$ cat src/rtl/uart_tx_ctrl.sv
// UART transmit controller: accepts a byte on a valid/ready handshake and
// serialises it on tx as start bit, 8 data bits LSB-first, then stop bits.
// Ports:
//   clk       system clock, rising-edge active
//   rst_n     asynchronous active-low reset
//   tx_data   byte to send, sampled only on the accept edge
//   tx_valid  host has a byte on tx_data
//   tx_ready  controller can accept a byte (high only in IDLE)
//   tx        serial line, idle/mark level 1
//   busy      high from accept until frame complete
//   bit_idx   current data-bit index (status)
module uart_tx_ctrl #(
    parameter int unsigned CLKS_PER_BIT = 16,
    parameter int unsigned STOP_BITS    = 1
) (
    input  logic       clk,
    input  logic       rst_n,
    input  logic [7:0] tx_data,
    input  logic       tx_valid,
    output logic       tx_ready,
    output logic       tx,
    output logic       busy,
    output logic [2:0] bit_idx
);

    localparam int unsigned CNT_W = (CLKS_PER_BIT > 1) ? $clog2(CLKS_PER_BIT) : 1;
    localparam logic [CNT_W-1:0] CNT_MAX = CNT_W'(CLKS_PER_BIT - 1);

    typedef enum logic [1:0] {
        IDLE  = 2'd0,
        START = 2'd1,
        DATA  = 2'd2,
        STOP  = 2'd3
    } state_t;

    state_t           state_q, state_d;
    logic [CNT_W-1:0] cnt_q, cnt_d;
    logic [2:0]       idx_q, idx_d;
    logic [7:0]       shift_q, shift_d;
    logic             stop_q, stop_d;
    logic             tx_q, tx_d;
    logic             rdy_q, rdy_d;
    logic             busy_q, busy_d;
    logic             tick;
    logic             stop_last;

    // Baud terminal count ends the current serial bit.
    assign tick      = (cnt_q == CNT_MAX);
    // With two stop bits the second baud period is the last one.
    assign stop_last = (STOP_BITS == 2) ? stop_q : 1'b1;

    // Next-state and next-output logic.
    always_comb begin
        state_d = state_q;
        cnt_d   = cnt_q;
        idx_d   = idx_q;
        shift_d = shift_q;
        stop_d  = stop_q;

        case (state_q)
            IDLE: begin
                if (tx_valid) begin
                    state_d = START;
                    cnt_d   = '0;
                    idx_d   = 3'd0;
                    shift_d = tx_data;
                    stop_d  = 1'b0;
                end
            end
            START: begin
                cnt_d = tick ? '0 : cnt_q + 1'b1;
                if (tick) begin
                    state_d = DATA;
                end
            end
            DATA: begin
                cnt_d = tick ? '0 : cnt_q + 1'b1;
                if (tick) begin
                    if (idx_q == 3'd7) begin
                        idx_d   = 3'd0;
                        state_d = STOP;
                        stop_d  = 1'b0;
                    end else begin
                        idx_d = idx_q + 3'd1;
                    end
                end
            end
            STOP: begin
                cnt_d = tick ? '0 : cnt_q + 1'b1;
                if (tick) begin
                    if (stop_last) begin
                        state_d = IDLE;
                    end else begin
                        stop_d = 1'b1;
                    end
                end
            end
            default: begin
                state_d = IDLE;
                cnt_d   = '0;
                idx_d   = 3'd0;
            end
        endcase

        // Outputs follow the state being entered so they line up with it.
        case (state_d)
            START:   tx_d = 1'b0;
            DATA:    tx_d = shift_d[idx_d];
            default: tx_d = 1'b1;
        endcase
        rdy_d  = (state_d == IDLE);
        busy_d = (state_d != IDLE);
    end

    // State and output registers.
    always_ff @(posedge clk or negedge rst_n) begin
        if (!rst_n) begin
            state_q <= IDLE;
            cnt_q   <= '0;
            idx_q   <= 3'd0;
            shift_q <= 8'd0;
            stop_q  <= 1'b0;
            tx_q    <= 1'b1;
            rdy_q   <= 1'b1;
            busy_q  <= 1'b0;
        end else begin
            state_q <= state_d;
            cnt_q   <= cnt_d;
            idx_q   <= idx_d;
            shift_q <= shift_d;
            stop_q  <= stop_d;
            tx_q    <= tx_d;
            rdy_q   <= rdy_d;
            busy_q  <= busy_d;
        end
    end

    assign tx       = tx_q;
    assign tx_ready = rdy_q;
    assign busy     = busy_q;
    assign bit_idx  = idx_q;

endmodule

$ cat config.mk
export PLATFORM = sky130hd
export DESIGN_NAME = uart_tx_ctrl
export DESIGN_NICKNAME = d
export VERILOG_FILES = /design/src/rtl/uart_tx_ctrl.sv
export SDC_FILE = /design/constraint.sdc
export NUM_CORES = 1
export LEC_CHECK = 0
export CAP_MARGIN = 20
export CORE_MARGIN = 5
export CORE_UTILIZATION = 50
export DETAILED_ROUTE_END_ITERATION = 7
export PLACE_DENSITY = 0.74
export SLEW_MARGIN = 15
export SYNTH_ARGS = -nofsm -noshare
export SYNTH_HDL_FRONTEND = slang
export SYNTH_SLANG_ARGS = --single-unit
$ cat constraint.sdc
create_clock -name clk -period 3.1 [get_ports clk]
set_input_delay 0.93 -clock clk [delete_from_list [all_inputs] [get_ports clk]]
set_output_delay 0.93 -clock clk [all_outputs]
set_load 0.01 [all_outputs]
# Word level (Yosys, flattened, before mapping)
# Cells that the tools add are included.
# op_classes
reduce_logical,4
n_eq_ne,8
muxes,18
order_cmp,1
n_addsub,2
# op_table
cell,n
8-bit two-way mux,2
2-bit two-way mux,5
3-bit two-way mux,3
4-bit two-way mux,2
2-bit one-hot mux with 4 select lines,1
4-bit one-hot mux with 2 select lines,1
2-bit == test (second input constant),3
3-bit one-hot mux with 2 select lines,1
4-bit by 1-bit adder with 4-bit output (second input constant),1
2-bit by 1-bit == test with 1-bit output (second input constant),2
4-bit == test (second input constant),1
2-bit zero test,2
3-bit by 4-bit less-than comparator with 1-bit output (second input constant),1
3-bit by 1-bit adder with 3-bit output (second input constant),1
1-bit binary-select mux with 3-bit select,1
3-bit == test (second input constant),1
3-bit OR reduction,1
2-bit inequality test (second input constant),1
1-bit one-hot mux with 2 select lines,1
2-bit nonzero test,1
1-bit two-way mux,1
# word_totals
input_bits,11
elab_cells,40
out_inout_bits,6
ff_bits,20

# Logic depth before layout (Yosys ltp)
# logic_depth
word_depth,7
mapped_depth,8

# Worst setup path before layout
# OpenSTA, ideal clock, no wires.
# synth_path
kind,in2reg
startpoint,input tx_valid
endpoint,"register tx_q, in the netlist tx"
stages,6
required_time_ns,3.007
t_arrival_ns,2.454
slack_ns,0.553
setup_time_ns,0.093
n_path_buf,1
cell_sequence,nor3b_1 -> buf_2 -> mux2_1 -> a221o_1 -> a222oi_1 -> a2111oi_1
# synth_via
elab_chain_cells,5
word_cells_on_any_way,11
cone_classes,eq/ne (2); mux (9)
# synth_rtl
element,line,source
from (decl),19,"input logic tx_valid,"
8-bit two-way mux,62,if (tx_valid) begin
8-bit two-way mux,60,case (state_q)
net shift_d[2],39,"logic [7:0] shift_q, shift_d;"
1-bit binary-select mux with 3-bit select,108,DATA: tx_d = shift_d[idx_d];
1-bit two-way mux (not written as such),108,
1-bit one-hot mux with 2 select lines,106,case (state_d)
net tx_d,41,"logic tx_q, tx_d;"
to (signal assigned),132,tx_q <= tx_d;
to (decl),41,
# The timed path passes the listed nets, and every way through them passes these cells. The select of a mux whose other input is x is not followed.
# A chain may end at the register's enable or synchronous reset.

# Worst setup path after layout
# layout_path
startpoint,input tx_valid
endpoint,"register tx_q, in the netlist tx"
# layout_via
elab_chain_cells,5
word_cells_on_any_way,11
cone_classes,eq/ne (2); mux (9)
# layout_rtl
element,line
3-bit two-way mux / 8-bit two-way mux (equally long branches),62
3-bit one-hot mux with 2 select lines / 8-bit two-way mux (equally long branches),60
1-bit binary-select mux with 3-bit select,108
1-bit two-way mux (not written as such),108
1-bit one-hot mux with 2 select lines (*),106
net tx_d,41
# Mark *: on every way through the listed nets, which the timed path passes. The rest lies on a longest branch. The select of a mux whose other input is x is not followed.

==> metrics.csv <==
stage;metric;value;unit
run_status;status;finished, final reports clean;
placement;placed_cell_area;1400;um^2
detailed_routing;drt_iter0_markers;47;
timing;drv_slew;0;
final_layout;drive_gt1_frac;0.128;
critical_path;worstSetupStartpointType;input port;
critical_path;crit_fanout;6;
timing;final-setup-viol-count;0;
placement;portBuffers;16;
floorplan;start_util;0.529;
placement;gp_congestion;0.839;
placement;pre_cts_slack;-84.1;ps
timing;whs;498;ps
synthesis;synth_flop_cell;dfrtp_1;
detailed_routing;ant_nets;0;
final_layout;diodes;0;
timing;setup_ws;224;ps
final_layout;layout_common_cells;dfrtp_1, nand2_1, clkdlybuf4s50_1;
final_layout;layout_commonest_cell;dfrtp_1;
floorplan;die_w;58.9;um
detailed_routing;route.detailed.drc;0;
final_layout;stdcell_count;169;
clock_tree;htreeDepth;1;
timing;max_slew_margin;0.684;
synthesis;syn_area;1190;um^2
timing;finClkSkew;1.95;ps
clock_tree;cts_buffers;3;
power;leakage;0.588;nW
synthesis;syn_area_per_cell;9.78;um^2
synthesis;synthTopCellsByArea;dfrtp_1, nand2_1, dfstp_2;
timing;grt_setup_unrepaired;no;
final_layout;nets;157;
synthesis;synth_top_area_cell;dfrtp_1;
global_route;grt_pass1_vias;1041;
global_route;antenna_found_initial;0;
synthesis;synth-seq-cells;20;
timing;tightestPinTransition;462;ps
synthesis;yosys.cell_types.count;43;
critical_path;arrival;3100;ps
global_route;track_usage;0.183;
global_route;grt_max_degree;21;
timing;period_share;0.928;
final_layout;post-route-util;0.632;
detailed_routing;vias;1050;
floorplan;io_pins;17;
critical_path;critPathKind;in -> reg;
synthesis;synth_edf_count;0;
detailed_routing;vias_per_cell;6.21;
timing;fin_tns_setup;0;ps
global_route;overflow;0;
final_layout;design_area;1420;um^2
worst_hold_path;hold_class;reg -> reg;
detailed_routing;wire_per_inst;16.7;um
synthesis;synthCells;122;
synthesis;netlist.area_leader.share;0.377;
timing;period_needed;2880;ps
placement;place_inst;166;
synthesis;synth_warnings;0;
clock_tree;cts_tree;done;
detailed_routing;drt-total-wl;2.83;mm
critical_path;end_kind;register;
global_route;grt_pass1_wl;4.93;mm
power;power;1.26;mW
synthesis;syn_nets;136;
floorplan;coreArea;2250;um^2
clock_tree;cts_resized;0;
clock_tree;cts_root_buffer;clkbuf_4;
job;drv_cap;0;
worst_hold_path;holdPathStages;2;
floorplan;die_y;58.9;um
clock_tree;ctsHoldBuffers;0;
clock_tree;path_clk_slew;100;ps
power;ir_drop;0.494;mV
synthesis;async_reset_ff_frac;1.00;
clock_tree;clk_latency;300;ps
detailed_routing;dr.pass1.iters;4;
synthesis;seq_area_frac_synth;0.421;
placement;place_hpwl;2.13;mm
clock_tree;clock-sinks;20;
critical_path;crit_required;3320;ps
power;power_density;883;nW/um^2
timing;hold_viol_final;0;
floorplan;rows;17;
clock_tree;cts_setup_buffers;0;
floorplan;die_area;3460;um^2
critical_path;worst_r2r_path_depth;7;
clock_tree;clk_path_buf_depth;2;
final_layout;syn_to_final_growth;19.3;%
timing;max_freq;0.348;GHz
[flip-flops by register name, indices dropped and copies added (netlist names)]
name      cells
busy          1
tx_ready      1
tx            1
bit_idx       3
state_q       2
shift_q       8
cnt_q         4
[worst paths after layout]
kind,start,end,slack [ps]
worst max-delay path,tx_valid,tx$_DFF_PN1_,220
worst min-delay path,shift_q[4]$_DFF_PN0_,shift_q[4]$_DFF_PN0_,500
worst max register to register,bit_idx[0]$_DFF_PN0_,tx$_DFF_PN1_,610
worst min register to register,shift_q[4]$_DFF_PN0_,shift_q[4]$_DFF_PN0_,500
max in group asynchronous,rst_n,tx$_DFF_PN1_,1880
min in group asynchronous,rst_n,busy$_DFF_PN0_,960
[Yosys cell counts (3+ instances only)]
master / number
o21ai_0: 6
nand2_1: 16
nor2_1: 5
clkbuf_1: 3
ha_1: 3
inv_1: 4
a2111oi_0: 3
nand3_1: 8
a21o_1: 4
o221a_2: 3
mux2_1: 3
dfrtp_1: 18
nand2b_1: 3
[where the power goes]
group	total [mW]	switching, mW	internal (mW)	leakage, nW
clock network	0.122	0.0767	0.0454	0.0138
registers	0.528	0.133	0.395	0.237
logic	0.608	0.300	0.308	0.337
total	1.26	0.509	0.748	0.588
[critical path, cell delays in order]
cell and delay [ps]:
clkdlybuf4s50_1 510, or3b_1 470, a2111oi_0 520, o2bb2ai_1 150, a222oi_1 420, a2111oi_1 100
[logic make-up after synthesis]
group	share of synthesized area
and+or+nand+nor	0.191
adders and majority gates	0.0314
buffers and inverters	0.0461
muxes	0.0556
DFF	0.421
AOI/OAI and AO/OA	0.240
xor gates and xnor gates	0.0147
[layer usage]
metal,part of all wire,vias to the layer above,global-route usage
met2,0.46,36,0.271
met4,0.021,0,0.0809
met3,0.058,7,0.0351
li1,-,504,-
met1,0.46,503,0.257
met5,0,-,0
[cell type report]
type	count	area [um^2]
clock buffer	3	22.5
fill	225	831
inverter	4	15.0
multi-input combinational	91	636
sequential	20	503
tap	28	35.0
timing repair buffer	23	213
No activity file was read; power rests on OpenSTA's default activity.
